**config.mk**
```make
export PLATFORM = sky130hd
export DESIGN_NAME = multirate_fifo
export DESIGN_NICKNAME = d
export VERILOG_FILES = /design/src/rtl/multirate_fifo.sv
export SDC_FILE = /design/constraint.sdc
export NUM_CORES = 1
export LEC_CHECK = 0
export BUFFER_PORTS_ARGS = -buffer_cell sky130_fd_sc_hd__buf_4
export CAP_MARGIN = 30
export CORE_ASPECT_RATIO = 1.75
export CORE_MARGIN = 4
export CORE_UTILIZATION = 47
export CTS_CLUSTER_DIAMETER = 100
export DETAILED_ROUTE_END_ITERATION = 10
export PLACE_DENSITY = 0.74
export SYNTH_ARGS = -nofsm -noshare
export SYNTH_HDL_FRONTEND = slang
export SYNTH_SLANG_ARGS = --single-unit
```
**constraint.sdc**
```tcl
create_clock -name clk -period 5.4 [get_ports clk]
set_input_delay 0.54 -clock clk [delete_from_list [all_inputs] [get_ports clk]]
set_output_delay 0.54 -clock clk [all_outputs]
set_load 0.1 [all_outputs]
```
**src/rtl/multirate_fifo.sv**
```systemverilog
// Single-clock FIFO that accepts K words per write and delivers J words per read.
// Reads are first-word fall-through; a peak register tracks the highest fill level.
module multirate_fifo #(
   parameter int unsigned SIZE     = 16,
   parameter int unsigned WIDTH    = 8,
   parameter int unsigned K        = 4,
   parameter int unsigned J        = 4,
   parameter int unsigned AF_LEVEL = SIZE - K
) (
   input  logic                       clk,
   input  logic                       rst,
   input  logic                       flush,
   input  logic                       wr_valid,
   input  logic [WIDTH*K-1:0]         wr_data,
   output logic                       wr_ready,
   output logic                       rd_valid,
   input  logic                       rd_ready,
   output logic [WIDTH*J-1:0]         rd_data,
   output logic [$clog2(SIZE):0]      count,
   output logic                       full,
   output logic                       empty,
   output logic                       almost_full,
   output logic [$clog2(SIZE):0]      peak
);

   localparam int unsigned PtrW = $clog2(SIZE);
   localparam int unsigned CntW = PtrW + 1;
   localparam logic [PtrW-1:0] WrStep = PtrW'(K % SIZE);
   localparam logic [PtrW-1:0] RdStep = PtrW'(J % SIZE);
   localparam bit AfEn = (AF_LEVEL <= SIZE);

   logic [WIDTH-1:0] mem_q [SIZE];
   logic [PtrW-1:0]  wp_q, wp_d;
   logic [PtrW-1:0]  rp_q, rp_d;
   logic [CntW-1:0]  count_q, count_d;
   logic [CntW-1:0]  peak_q, peak_d;
   logic             wr_acc, rd_acc;
   logic [CntW-1:0]  add_k, sub_j;

   // Handshake flags come straight from the registered count.
   assign wr_ready    = (CntW'(SIZE) - count_q) >= CntW'(K);
   assign rd_valid    = count_q >= CntW'(J);
   assign full        = ~wr_ready;
   assign empty       = ~rd_valid;
   assign almost_full = AfEn && (count_q >= CntW'(AF_LEVEL));
   assign count       = count_q;
   assign peak        = peak_q;

   assign wr_acc = wr_valid && wr_ready;
   assign rd_acc = rd_valid && rd_ready;

   always_comb begin
      rd_data = '0;
      for (int i = 0; i < int'(J); i++) begin
         rd_data[i*WIDTH +: WIDTH] = mem_q[rp_q + PtrW'(i)];
      end
   end

   always_comb begin
      add_k   = wr_acc ? CntW'(K) : '0;
      sub_j   = rd_acc ? CntW'(J) : '0;
      wp_d    = wp_q;
      rp_d    = rp_q;
      count_d = count_q + add_k - sub_j;
      if (wr_acc) wp_d = wp_q + WrStep;
      if (rd_acc) rp_d = rp_q + RdStep;
      peak_d  = (count_d > peak_q) ? count_d : peak_q;
      // Flush wins over any transfer offered in the same cycle.
      if (flush) begin
         wp_d    = '0;
         rp_d    = '0;
         count_d = '0;
         peak_d  = '0;
      end
   end

   always_ff @(posedge clk or posedge rst) begin
      if (rst) begin
         wp_q    <= '0;
         rp_q    <= '0;
         count_q <= '0;
         peak_q  <= '0;
      end else begin
         wp_q    <= wp_d;
         rp_q    <= rp_d;
         count_q <= count_d;
         peak_q  <= peak_d;
      end
   end

   // Storage is left untouched by flush; only pointers are cleared.
   always_ff @(posedge clk or posedge rst) begin
      if (rst) begin
         for (int i = 0; i < int'(SIZE); i++) begin
            mem_q[i] <= '0;
         end
      end else if (wr_acc && !flush) begin
         for (int i = 0; i < int'(K); i++) begin
            mem_q[wp_q + PtrW'(i)] <= wr_data[i*WIDTH +: WIDTH];
         end
      end
   end

endmodule

```
==> impl_metrics.ini <==
[logic_synthesis]
synth_seq_cells = 142
syn_avg_cell_area_um2 = 15.33
netlist_top_cells_area = dfrtp_1 50%, mux2_4 18%, mux4_2 10%
synth_edf_count = 0
synth_top_cells_by_count = 142 x dfrtp_1, 86 x mux2_4, 44 x inv_1
syn_area_um2 = 7067
postSynthCellCount = 461
ys_warn_count = 0
synth_cell_types = 33
yosysMostFrequentCell = dfrtp_1
synth_top_area_cell = dfrtp_1
async_flop_share_pct = 100.0
synth_top_area_share_pct = 50.28
yosysSeqAreaShare_pct = 50.28
ys.flop_type = dfrtp_1
syn_nets = 517

[sta]
finalSetupViolations = 0
slew_violations = 0
fin_crit_ns = 4.310
hold_viol_final = 0
worst_slew_pin_slew_ns = 0.9929
fin_crit_sh_pct = 79.81
relSlewSlack_pct = 33.81
clock-skew-final_ns = 0.006749
fmaxAchievable_mhz = 232.0
rsz0062_at_grt = no
tns_ns = 0

[placement]
io_buffers = 83
gp_congestion = 0.7916
dp_hpwl_mm = 9.956

[floorplanning]
initial_core_util_pct = 47.63
die_area_um2 = 17140
coreArea_um2 = 14840
die_w_um = 100.7
ios = 84
rows = 59
die_h_um = 170.2

[clocking]
root_buffer = clkbuf_16
cts_hold_buffers = 0
cts_tree = done
worstSkewPairLatency_ns = 0.41
h-tree-depth = 4
cts_resized = 0
numClockSinks = 142
clk_path_buf_depth = 2
postCtsSetupBuffers = 0
path_clk_slew_ns = 0.06
cts_buffers = 17

[global_route]
grt_pass1_wl_mm = 24.80
grt_max_degree = 90
antenna_found_initial = 0
grt_usage_pct = 18.86
grt_remaining_overflow = 0
grt_pass1_vias = 4563

[drt]
num_vias = 4008
top_layer = met4
drc_errors = 0
drtIter0Drc = 128
drtPass1Iterations = 4
routed_via_density = 5.402
wl_met2_mm = 8.277
antenna_left = 0
wl_per_cell_um = 20.10
dr_wl_met3_um = 562
wl_mm = 14.91
met1_length_mm = 5.857

[critical_path]
cp.arrival_ns = 4.61
critPathBufInv = 2
critPathCaptureType = flop
worstPathMaxFanout = 8
slowest_stage = or4_4
path_cells = or4_4 > o221ai_4 > fa_1 > inv_1 > ha_1 > o21bai_1 > a21oi_1 > xnor2_1 > inv_1 > ha_1 > nand4_1 > or2_2 > nand3b_1 > a2bb2o_1
critPathMaxStageDelay_ns = 0.55
critical_path_required_ns = 5.70
start_kind = flop
critPathTopFamily = simple AND/OR/NAND/NOR gates
crit_type = reg -> reg

[final_layout]
drive_gt1_share_pct = 48.30
diodes = 0
nets = 602
areaGrowthSynthToFinish_pct = 19.81

[job]
drv_cap = 0

[run_status]
status = finished, final reports clean

[min_path]
hold_path_class = in -> async
[final timing paths]
| kind | from | endpoint | slack, ns | cells after the start |
|---|---|---|---|---|
| max reg2reg | count[1] | peak[0] | 1.09 | 14 |
| min in group clk | wr_data[26] | mem_q[34] | 0.39 | 2 |
| min | rst | mem_q[98] | 0.26 | 2 |
| max | count[1] | peak[0] | 1.09 | 14 |
| max in group asynchronous | rst | mem_q[60] | 3.92 | 3 |
| min reg2reg | mem_q[35] | mem_q[35] | 0.50 | 1 |
[final cells by class]
cell class / count / area, µm²
fill: 1161 / 6371
sequential: 142 / 3556
multi-input combinational: 251 / 3174
timing repair buffer: 90 / 675.6
clock buffer: 19 / 452.9
tap: 183 / 229.0
clock inverter: 13 / 209.0
inverter: 44 / 170.2
[cells by family (layout without fill, tap and decap cells)]
logic type,count (synthesis),in the layout,synth area share (%)
XOR/XNOR,6,6,0.7436
buffers and inverters,68,166,4.798
adder cells (fa/ha/maj),19,19,3.470
AND/OR/NAND/NOR,50,50,4.037
flip-flops,142,142,50.28
AO/OA/AOI/OAI,15,15,1.788
multiplexers,161,161,34.88
[layer usage]
| layer | track usage, % | vias up |
|---|---|---|
| met5 | 0 | - |
| met4 | 6.100 | 0 |
| met1 | 22.14 | 2123 |
| met3 | 4.963 | 21 |
| met2 | 33.23 | 85 |
| li1 | - | 1779 |
[stage by stage]
stage | util, % | setup slack [ns] | cells | area, µm² | hold slack [ns]
after CTS | 57.06 | 1.098 | 742 | 8467 | 0.3104
after detailed placement | 52.60 | 1.108 | 710 | 7805 | 0.4871
after global placement | 52.60 | 1.299 | 710 | 7805 | 0.4838
final | 57.06 | 1.090 | 742 | 8467 | 0.2570
after floorplan | - | 0.4990 | 461 | 7067 | 0.4752
after global routing | 57.06 | 0.8122 | 742 | 8467 | 0.3174
[state kept, by name, indices dropped and copies added, names as in the netlist]
signal,count
peak,5
wp_q,2
count,5
mem_q,128
rp_q,2
[cells in the final DEF, fill, tap and decap left out, types with 2 or more instances in the layout]
master	instances
nand3b_1	2
a21oi_1	5
xor2_1	2
dfrtp_2	2
a2bb2o_1	2
mux2_2	18
mux2i_1	25
dfrtp_1	140
clkinvlp_4	3
mux4_2	32
clkbuf_16	17
bufinv_16	5
or2_2	2
ha_1	18
clkbuf_8	2
nor2_1	11
clkinv_2	2
buf_4	90
xnor2_1	4
o2bb2ai_1	3
mux2_4	86
nand2_1	25
nor3b_4	4
inv_1	43
inv_6	3
Power is left out: the tool's default activity adds up to more than one toggle a clock period on the data nets, which glitch-free logic cannot reach.
